**src/rtl/rule_conf_pkg.sv**
```systemverilog
// Shared sizing, rule-config address map, FSM states and descriptor layout for rule installs.
// Sizing lives here because the descriptor struct and the interface depend on it.
package rule_conf_pkg;

  localparam int TYPE_NUM         = 4;
  localparam int TYPE_WIDTH       = 8;
  localparam int KEY_OFFSET_WIDTH = 6;
  localparam int KEY_FIELD_NUM    = 8;
  localparam int RULE_NUM         = 4;

  localparam int IDX_MAX = (TYPE_NUM > KEY_FIELD_NUM) ? TYPE_NUM : KEY_FIELD_NUM;
  localparam int IDX_W   = (IDX_MAX > 1) ? $clog2(IDX_MAX) : 1;
  localparam int TI_W    = (TYPE_NUM > 1) ? $clog2(TYPE_NUM) : 1;
  localparam int KI_W    = (KEY_FIELD_NUM > 1) ? $clog2(KEY_FIELD_NUM) : 1;

  localparam logic [31:0] CONF_RULE_BASE = 32'h0001_0000;
  localparam logic [1:0]  SEL_COMMIT     = 2'b00;
  localparam logic [1:0]  SEL_TYPE       = 2'b01;
  localparam logic [1:0]  SEL_KEY        = 2'b10;

  typedef enum logic [2:0] {
    ST_IDLE,
    ST_WR_TYPE,
    ST_WR_KEY,
    ST_COMMIT,
    ST_DONE
  } state_t;

  typedef struct packed {
    logic [5:0]                                     rule_id;
    logic                                           rule_valid;
    logic [TYPE_NUM-1:0][TYPE_WIDTH-1:0]            type_data;
    logic [TYPE_NUM-1:0][TYPE_WIDTH-1:0]            type_mask;
    logic [KEY_FIELD_NUM-1:0][KEY_OFFSET_WIDTH-1:0] key_offset;
  } desc_t;

  // Address = base | field-select in bits [9:8] | field index in the low bits.
  function automatic logic [31:0] rule_addr(input logic [1:0] sel, input logic [5:0] idx);
    return CONF_RULE_BASE | {22'b0, sel, 8'b0} | {26'b0, idx};
  endfunction

endpackage

```
**src/rtl/rule_install_sched_if.sv**
```systemverilog
// Requester descriptor handshakes plus the rule-config write port of the install scheduler.
interface rule_install_sched_if;
  import rule_conf_pkg::*;

  logic                                           i_req0_valid;
  logic                                           o_req0_ready;
  logic [5:0]                                     i_req0_rule_id;
  logic                                           i_req0_rule_valid;
  logic [TYPE_NUM-1:0][TYPE_WIDTH-1:0]            i_req0_type_data;
  logic [TYPE_NUM-1:0][TYPE_WIDTH-1:0]            i_req0_type_mask;
  logic [KEY_FIELD_NUM-1:0][KEY_OFFSET_WIDTH-1:0] i_req0_key_offset;
  logic                                           o_req0_done;
  logic                                           o_req0_err;

  logic                                           i_req1_valid;
  logic                                           o_req1_ready;
  logic [5:0]                                     i_req1_rule_id;
  logic                                           i_req1_rule_valid;
  logic [TYPE_NUM-1:0][TYPE_WIDTH-1:0]            i_req1_type_data;
  logic [TYPE_NUM-1:0][TYPE_WIDTH-1:0]            i_req1_type_mask;
  logic [KEY_FIELD_NUM-1:0][KEY_OFFSET_WIDTH-1:0] i_req1_key_offset;
  logic                                           o_req1_done;
  logic                                           o_req1_err;

  logic                                           o_rule_wren;
  logic [63:0]                                    o_rule_wdata;
  logic [31:0]                                    o_rule_addr;
  logic                                           o_busy;

  modport master (
    output i_req0_valid, i_req0_rule_id, i_req0_rule_valid, i_req0_type_data,
           i_req0_type_mask, i_req0_key_offset,
           i_req1_valid, i_req1_rule_id, i_req1_rule_valid, i_req1_type_data,
           i_req1_type_mask, i_req1_key_offset,
    input  o_req0_ready, o_req0_done, o_req0_err,
           o_req1_ready, o_req1_done, o_req1_err,
           o_rule_wren, o_rule_wdata, o_rule_addr, o_busy
  );

  modport slave (
    input  i_req0_valid, i_req0_rule_id, i_req0_rule_valid, i_req0_type_data,
           i_req0_type_mask, i_req0_key_offset,
           i_req1_valid, i_req1_rule_id, i_req1_rule_valid, i_req1_type_data,
           i_req1_type_mask, i_req1_key_offset,
    output o_req0_ready, o_req0_done, o_req0_err,
           o_req1_ready, o_req1_done, o_req1_err,
           o_rule_wren, o_rule_wdata, o_rule_addr, o_busy
  );

endinterface

```
**src/rtl/rr_arb2.sv**
```systemverilog
// Two-way round-robin grant; combinational grant, last_grant updates on accept.
// Ties go to the requester that did not win last; after reset requester 0 wins first.
module rr_arb2 (
  input  logic       i_clk,
  input  logic       i_rst,
  input  logic [1:0] req,
  input  logic       accept,
  output logic [1:0] gnt
);

  logic last_grant;

  always_comb begin
    gnt = 2'b00;
    if (req[0] && (!req[1] || last_grant)) begin
      gnt = 2'b01;
    end else if (req[1]) begin
      gnt = 2'b10;
    end
  end

  always_ff @(posedge i_clk or posedge i_rst) begin
    if (i_rst) begin
      last_grant <= 1'b1;
    end else if (accept) begin
      last_grant <= gnt[1];
    end
  end

endmodule

```
**src/rtl/rule_install_sched.sv**
```systemverilog
// Serializes arbitrated rule descriptors into type, key, then commit writes (13 writes, done at T+14).
// Ready only in IDLE for the granted requester; write port outputs are registered.
module rule_install_sched
  import rule_conf_pkg::*;
(
  input  logic                 i_clk,
  input  logic                 i_rst,
  rule_install_sched_if.slave  bus
);

  state_t           state_q, state_d;
  logic [IDX_W-1:0] idx_q, idx_d;
  desc_t            desc_q, desc_d, desc0, desc1;
  logic             owner_q, owner_d, err_q, err_d;
  logic [1:0]       req, gnt;
  logic             accept;
  logic             wren_d, wren_q;
  logic [31:0]      addr_d, addr_q;
  logic [63:0]      wdata_d, wdata_q;
  logic [1:0]       done_q, err_out_q;

  assign desc0 = '{rule_id: bus.i_req0_rule_id, rule_valid: bus.i_req0_rule_valid,
                   type_data: bus.i_req0_type_data, type_mask: bus.i_req0_type_mask,
                   key_offset: bus.i_req0_key_offset};
  assign desc1 = '{rule_id: bus.i_req1_rule_id, rule_valid: bus.i_req1_rule_valid,
                   type_data: bus.i_req1_type_data, type_mask: bus.i_req1_type_mask,
                   key_offset: bus.i_req1_key_offset};

  assign req    = {bus.i_req1_valid, bus.i_req0_valid} & {2{state_q == ST_IDLE}};
  assign accept = |gnt;

  rr_arb2 u_arb (
    .i_clk  (i_clk),
    .i_rst  (i_rst),
    .req    (req),
    .accept (accept),
    .gnt    (gnt)
  );

  // Ready is masked during reset so every output reads 0 while i_rst is high.
  assign bus.o_req0_ready = gnt[0] & ~i_rst;
  assign bus.o_req1_ready = gnt[1] & ~i_rst;
  assign bus.o_rule_wren  = wren_q;
  assign bus.o_rule_addr  = addr_q;
  assign bus.o_rule_wdata = wdata_q;
  assign bus.o_req0_done  = done_q[0];
  assign bus.o_req1_done  = done_q[1];
  assign bus.o_req0_err   = err_out_q[0];
  assign bus.o_req1_err   = err_out_q[1];
  assign bus.o_busy       = (state_q != ST_IDLE);

  always_comb begin
    state_d = state_q;
    idx_d   = idx_q;
    desc_d  = desc_q;
    owner_d = owner_q;
    err_d   = err_q;
    case (state_q)
      ST_IDLE: begin
        if (accept) begin
          owner_d = gnt[1];
          desc_d  = gnt[1] ? desc1 : desc0;
          idx_d   = '0;
          err_d   = (int'(desc_d.rule_id) >= RULE_NUM);
          state_d = err_d ? ST_DONE : ST_WR_TYPE;
        end
      end
      ST_WR_TYPE: begin
        if (idx_q == IDX_W'(TYPE_NUM - 1)) begin
          state_d = ST_WR_KEY;
          idx_d   = '0;
        end else begin
          idx_d = idx_q + IDX_W'(1);
        end
      end
      ST_WR_KEY: begin
        if (idx_q == IDX_W'(KEY_FIELD_NUM - 1)) begin
          state_d = ST_COMMIT;
          idx_d   = '0;
        end else begin
          idx_d = idx_q + IDX_W'(1);
        end
      end
      ST_COMMIT: begin
        state_d = ST_DONE;
        idx_d   = '0;
      end
      ST_DONE: begin
        state_d = ST_IDLE;
        idx_d   = '0;
      end
      default: begin
        state_d = ST_IDLE;
        idx_d   = '0;
      end
    endcase
  end

  // Write port is computed from the next state so the first write lands the cycle after accept.
  always_comb begin
    wren_d  = 1'b0;
    addr_d  = '0;
    wdata_d = '0;
    case (state_d)
      ST_WR_TYPE: begin
        wren_d                   = 1'b1;
        addr_d                   = rule_addr(SEL_TYPE, 6'(idx_d));
        wdata_d[32 +: TYPE_WIDTH] = desc_d.type_data[idx_d[TI_W-1:0]];
        wdata_d[0 +: TYPE_WIDTH]  = desc_d.type_mask[idx_d[TI_W-1:0]];
      end
      ST_WR_KEY: begin
        wren_d                         = 1'b1;
        addr_d                         = rule_addr(SEL_KEY, 6'(idx_d));
        wdata_d[0 +: KEY_OFFSET_WIDTH] = desc_d.key_offset[idx_d[KI_W-1:0]];
      end
      ST_COMMIT: begin
        wren_d  = 1'b1;
        addr_d  = rule_addr(SEL_COMMIT, desc_d.rule_id);
        wdata_d = {63'b0, desc_d.rule_valid};
      end
      default: begin
      end
    endcase
  end

  always_ff @(posedge i_clk or posedge i_rst) begin
    if (i_rst) begin
      state_q   <= ST_IDLE;
      idx_q     <= '0;
      desc_q    <= '0;
      owner_q   <= 1'b0;
      err_q     <= 1'b0;
      wren_q    <= 1'b0;
      addr_q    <= '0;
      wdata_q   <= '0;
      done_q    <= 2'b00;
      err_out_q <= 2'b00;
    end else begin
      state_q   <= state_d;
      idx_q     <= idx_d;
      desc_q    <= desc_d;
      owner_q   <= owner_d;
      err_q     <= err_d;
      wren_q    <= wren_d;
      addr_q    <= addr_d;
      wdata_q   <= wdata_d;
      done_q    <= (state_d == ST_DONE) ? (owner_d ? 2'b10 : 2'b01) : 2'b00;
      err_out_q <= (state_d == ST_DONE && err_d) ? (owner_d ? 2'b10 : 2'b01) : 2'b00;
    end
  end

endmodule

```
**src/flat_wrapper.sv**
```systemverilog
// flat-port wrapper written by rule: the top's interface ports become plain ports
module rule_install_sched_flat import rule_conf_pkg::*;
  (i_clk, i_rst, bus_i_req0_valid, bus_i_req0_rule_id, bus_i_req0_rule_valid, bus_i_req0_type_data, bus_i_req0_type_mask, bus_i_req0_key_offset, bus_i_req1_valid, bus_i_req1_rule_id, bus_i_req1_rule_valid, bus_i_req1_type_data, bus_i_req1_type_mask, bus_i_req1_key_offset, bus_o_req0_ready, bus_o_req0_done, bus_o_req0_err, bus_o_req1_ready, bus_o_req1_done, bus_o_req1_err, bus_o_rule_wren, bus_o_rule_wdata, bus_o_rule_addr, bus_o_busy);
  rule_install_sched_if bus_i ();
  input  logic i_clk;
  input  logic i_rst;
  input wire logic [$bits(bus_i.i_req0_valid)-1:0] bus_i_req0_valid;
  input wire logic [$bits(bus_i.i_req0_rule_id)-1:0] bus_i_req0_rule_id;
  input wire logic [$bits(bus_i.i_req0_rule_valid)-1:0] bus_i_req0_rule_valid;
  input wire logic [$bits(bus_i.i_req0_type_data)-1:0] bus_i_req0_type_data;
  input wire logic [$bits(bus_i.i_req0_type_mask)-1:0] bus_i_req0_type_mask;
  input wire logic [$bits(bus_i.i_req0_key_offset)-1:0] bus_i_req0_key_offset;
  input wire logic [$bits(bus_i.i_req1_valid)-1:0] bus_i_req1_valid;
  input wire logic [$bits(bus_i.i_req1_rule_id)-1:0] bus_i_req1_rule_id;
  input wire logic [$bits(bus_i.i_req1_rule_valid)-1:0] bus_i_req1_rule_valid;
  input wire logic [$bits(bus_i.i_req1_type_data)-1:0] bus_i_req1_type_data;
  input wire logic [$bits(bus_i.i_req1_type_mask)-1:0] bus_i_req1_type_mask;
  input wire logic [$bits(bus_i.i_req1_key_offset)-1:0] bus_i_req1_key_offset;
  output wire logic [$bits(bus_i.o_req0_ready)-1:0] bus_o_req0_ready;
  output wire logic [$bits(bus_i.o_req0_done)-1:0] bus_o_req0_done;
  output wire logic [$bits(bus_i.o_req0_err)-1:0] bus_o_req0_err;
  output wire logic [$bits(bus_i.o_req1_ready)-1:0] bus_o_req1_ready;
  output wire logic [$bits(bus_i.o_req1_done)-1:0] bus_o_req1_done;
  output wire logic [$bits(bus_i.o_req1_err)-1:0] bus_o_req1_err;
  output wire logic [$bits(bus_i.o_rule_wren)-1:0] bus_o_rule_wren;
  output wire logic [$bits(bus_i.o_rule_wdata)-1:0] bus_o_rule_wdata;
  output wire logic [$bits(bus_i.o_rule_addr)-1:0] bus_o_rule_addr;
  output wire logic [$bits(bus_i.o_busy)-1:0] bus_o_busy;
  assign bus_i.i_req0_valid = bus_i_req0_valid;
  assign bus_i.i_req0_rule_id = bus_i_req0_rule_id;
  assign bus_i.i_req0_rule_valid = bus_i_req0_rule_valid;
  assign bus_i.i_req0_type_data = bus_i_req0_type_data;
  assign bus_i.i_req0_type_mask = bus_i_req0_type_mask;
  assign bus_i.i_req0_key_offset = bus_i_req0_key_offset;
  assign bus_i.i_req1_valid = bus_i_req1_valid;
  assign bus_i.i_req1_rule_id = bus_i_req1_rule_id;
  assign bus_i.i_req1_rule_valid = bus_i_req1_rule_valid;
  assign bus_i.i_req1_type_data = bus_i_req1_type_data;
  assign bus_i.i_req1_type_mask = bus_i_req1_type_mask;
  assign bus_i.i_req1_key_offset = bus_i_req1_key_offset;
  assign bus_o_req0_ready = bus_i.o_req0_ready;
  assign bus_o_req0_done = bus_i.o_req0_done;
  assign bus_o_req0_err = bus_i.o_req0_err;
  assign bus_o_req1_ready = bus_i.o_req1_ready;
  assign bus_o_req1_done = bus_i.o_req1_done;
  assign bus_o_req1_err = bus_i.o_req1_err;
  assign bus_o_rule_wren = bus_i.o_rule_wren;
  assign bus_o_rule_wdata = bus_i.o_rule_wdata;
  assign bus_o_rule_addr = bus_i.o_rule_addr;
  assign bus_o_busy = bus_i.o_busy;
  rule_install_sched u_core (.i_clk(i_clk), .i_rst(i_rst), .bus(bus_i));
endmodule
```
**config.mk**
```make
export PLATFORM = sky130hd
export DESIGN_NAME = rule_install_sched_flat
export DESIGN_NICKNAME = d
export VERILOG_FILES = /design/src/rtl/rule_conf_pkg.sv /design/src/rtl/rule_install_sched_if.sv /design/src/rtl/rr_arb2.sv /design/src/rtl/rule_install_sched.sv /design/src/flat_wrapper.sv
export SDC_FILE = /design/constraint.sdc
export NUM_CORES = 1
export LEC_CHECK = 0
export CORE_ASPECT_RATIO = 0.6
export CORE_MARGIN = 2
export CORE_UTILIZATION = 35
export CTS_CLUSTER_DIAMETER = 60
export DETAILED_ROUTE_END_ITERATION = 7
export PLACE_DENSITY = 0.71
export SETUP_SLACK_MARGIN = 0.2
export SLEW_MARGIN = 20
export SYNTH_ARGS = -nofsm -noshare
export SYNTH_HDL_FRONTEND = slang
export SYNTH_SLANG_ARGS = --single-unit
```
**constraint.sdc**
```tcl
create_clock -name i_clk -period 4.95 [get_ports i_clk]
set_input_delay 0.495 -clock i_clk [delete_from_list [all_inputs] [get_ports i_clk]]
set_output_delay 0.495 -clock i_clk [all_outputs]
set_load 0.005 [all_outputs]
```
==> results.md <==
* MaxCap Viol Count at 0
* Met1 usage at 0.343
* Hold WC Path Type: reg2reg
* Area of the core at approximately 0.023 sq mm
* Crit-path max FO at 43
* Seq/Total Area, Yosys at 0.484
* RSZ-0062 raised after global routing: no
* Clk Latency, worst-skew pair at 0.42 ns
* Residual DRC at 0
* Fmax at between 200 and 300 MHz
* Synthesis-stage register bit count at roughly 160
* Post-CTS sizing at 0
* Setup CP Type: reg2out
* Multi-input combinational cell area at about 0.0036 sq mm
* Period Utilization, post-route at 0.763
* CTS buffer count at 17
* Maximum VDD drop at roughly 0.24 mV
* GRT overflow at 0
* Cells after synthesis at ~820
* Status: completed
* Total Routing Usage GR at 0.229
* Slew Limit Fails at 0
* Final hold vios at 0
* Chip Height at about 120 um
* PD cells at 515 mW/mm^2
* Syn. warnings at 0
* CP Capture Type: output port
* R2R Path End: u_core.bus.o_rule_wdata[0]$_DFF_PP0_
* Layout Skew at between 0.01 and 0.015 ns
* Boundary Pins at around 350
* Die width at 201 um
* Prevailing post-synth register cell: dfrtp_1
* Routed wire length per instance at approximately 20 um
* Drt initial violations at 580
* Die area at around 0.025 sq mm
* NumNets Final at 1308
* Register Area at between 0.003 and 0.004 sq mm
* Clock Tree Buf Depth at 2
* Worst EP arrival at approximately 3.3 ns
* Leak pwr at 4.72 nW
* Sink Count at approximately 160
* DRT Wirelength at roughly 28000 um
* Synth Cell Area at between 0.008 and 0.009 sq mm
* Slowest cell on the critical path: or3_2
* Slowest cell delay on critical path at 0.89 ns
* Busiest grt layer: met1
* Register-to-register setup slack at between 1 and 1.5 ns
* Worst Setup Start Kind: flip-flop
* Detail Placement HPWL at about 20000 um
* FP Rows at 43
* Crit path cell chain: nor3_4 > inv_2 > or3_2 > nor2_1 > clkdlybuf4s50_1
* Yosys cell types at 53
* Fill cells at around 2200
* Avg Inst Size Synth at slightly below 10 sq um
* Vias in the first global route at between 7000 and 8000
* Non-filler instance count after layout at between 1000 and 1500
* Starting Density at 0.355
* Placed Instances at ~1400
* Routed vias at 7384
* First-pass GRT wire length at about 43000 um
* Fin Setup TNS at 0 ns
* Initial DRT Pass Iterations at 7
* CTS tree: done
* GR Util met3 at 0.0693
* Initial antenna violation count at 1
* Fin crit period at 3.78 ns
* GR Util met2 at 0.322
* Htree depth at 4
* CP required at approximately 4.5 ns
* Worst Max-Slew Pin Slew at ~1.1 ns
* Post-synth EDFFs at 0
* Drt via density at approximately 5.3
* R2R Path Start: u_core.state_q[2]$_DFF_PP0_
* GP Congestion at roughly 0.86
* Routed Antenna Nets at 0
* Root buffer cell: clkbuf_16
* Most frequent cells in the layout: clkdlybuf4s50_1, dfrtp_1, nor2_1
* P&R area growth vs syn at 41.7%
* Commonest non-fill, non-tap cell in the layout: clkdlybuf4s50_1
* Largest net degree at the start of global routing at around 160
* Share of layout cells above drive strength 1 at 0.0967
* Hold_buf cts at 0
* Port Buffer Count at 274
* Reg clk slew, reported paths at 0.06 ns
* Setup crit end: bus_o_req0_ready
* Worst reg-to-reg path cell count at 9
* Setup bufs post-CTS at 0
* Slew margin rel. at 0.268
* Synth async-reset ratio at 1.00
* Crit path launch: u_core.state_q[2]$_DFF_PP0_
* Final Setup Violations at 0
* Total power at between 5 and 6 mW
layout make-up:
cell class | instances | area share
clock inverter | 11 | 0.0154
antenna | 1 | 0.000216
timing repair buffer | 290 | 0.249
sequential | 158 | 0.341
clock buffer | 21 | 0.0415
multi-input combinational | 581 | 0.314
tap | 315 | 0.0340
inverter | 14 | 0.00486
synthesized netlist by cell type (4+ instances only):
cell	n	area share
and3_1	10	0.0076
a21oi_1	42	0.026
a2111oi_0	15	0.016
a2bb2oi_1	20	0.021
a211oi_1	21	0.019
mux2i_1	10	0.012
or3_1	40	0.031
dfrtp_1	157	0.48
buf_1	8	0.0037
o221a_2	33	0.045
mux4_2	6	0.017
inv_1	10	0.0046
a31oi_1	5	0.0038
buf_2	14	0.0086
ha_1	4	0.0061
nor3_1	36	0.022
nor4_1	11	0.0084
a211o_1	10	0.011
o22ai_1	49	0.037
nand2_1	40	0.018
nor2_1	94	0.043
o32ai_1	20	0.021
clkbuf_1	46	0.021
buf_4	71	0.065
o41ai_1	6	0.0064
and2_1	6	0.0046
layer usage:
layer  share of wire  routed length (um)
met1            0.48               13400
met5               0                   0
met3           0.089                2490
met4          0.0060                 168
met2            0.43               12000
where the power goes:
group	internal, mW	switching (mW)
Clock	0.906	0.545
Combinational	1.08	1.41
Sequential	1.84	0.188
worst min path at each step:
stage / startpoint / to / slack (ns) / cells past startpoint
6_report: u_core.desc_q[3]$_DFF_PP0_ / u_core.desc_q[3]$_DFF_PP0_ / 0.50 / 2
5_1_grt: u_core.desc_q[4]$_DFF_PP0_ / u_core.desc_q[4]$_DFF_PP0_ / 0.50 / 2
4_1_cts: u_core.desc_q[4]$_DFF_PP0_ / u_core.desc_q[4]$_DFF_PP0_ / 0.50 / 2
3_5_place_dp: u_core.desc_q[4]$_DFF_PP0_ / u_core.desc_q[4]$_DFF_PP0_ / 0.49 / 2
3_3_place_gp: u_core.desc_q[115]$_DFF_PP0_ / u_core.desc_q[115]$_DFF_PP0_ / 0.47 / 1
2_1_floorplan: u_core.desc_q[115]$_DFF_PP0_ / u_core.desc_q[115]$_DFF_PP0_ / 0.46 / 1
critical path: cells and delay by family, from the launching register on:
kind	cells	cell delay [ns]
AND/OR/NAND/NOR	3	1.76
buffers and inverters	2	0.59
flip-flops	1	0.50
state kept, by name, summed over array words and instances, names as in the netlist:
register / flops
u_core.desc_q: 119
u_core.bus.o_rule_wdata: 16
u_core.bus.o_rule_addr: 9
u_core.idx_q: 3
u_core.state_q: 3
u_core.done_q: 2
u_core.err_out_q: 2
u_core.bus.o_rule_wren: 1
u_core.err_q: 1
u_core.owner_q: 1
u_core.u_arb.last_grant: 1
metrics by stage:
step	instance area [sq um]	hold slack, ns	setup slack, ns	util
final	11600	0.499	1.17	0.503
after global routing	11600	0.505	1.03	0.503
after CTS	11600	0.499	1.11	0.503
after detailed placement	10900	0.485	1.26	0.474
after global placement	10900	0.474	1.37	0.474
after floorplan	8450	0.463	2.37	-
cell families after synthesis:
| family | share of synthesized area |
|---|---|
| mux | 0.0288 |
| compound gates | 0.224 |
| flops | 0.484 |
| simple gates | 0.149 |
| other cells | 0.000458 |
| buf+inv | 0.108 |
| fa+ha+maj | 0.00612 |
Note: power is estimated with default switching activity, not from simulation.
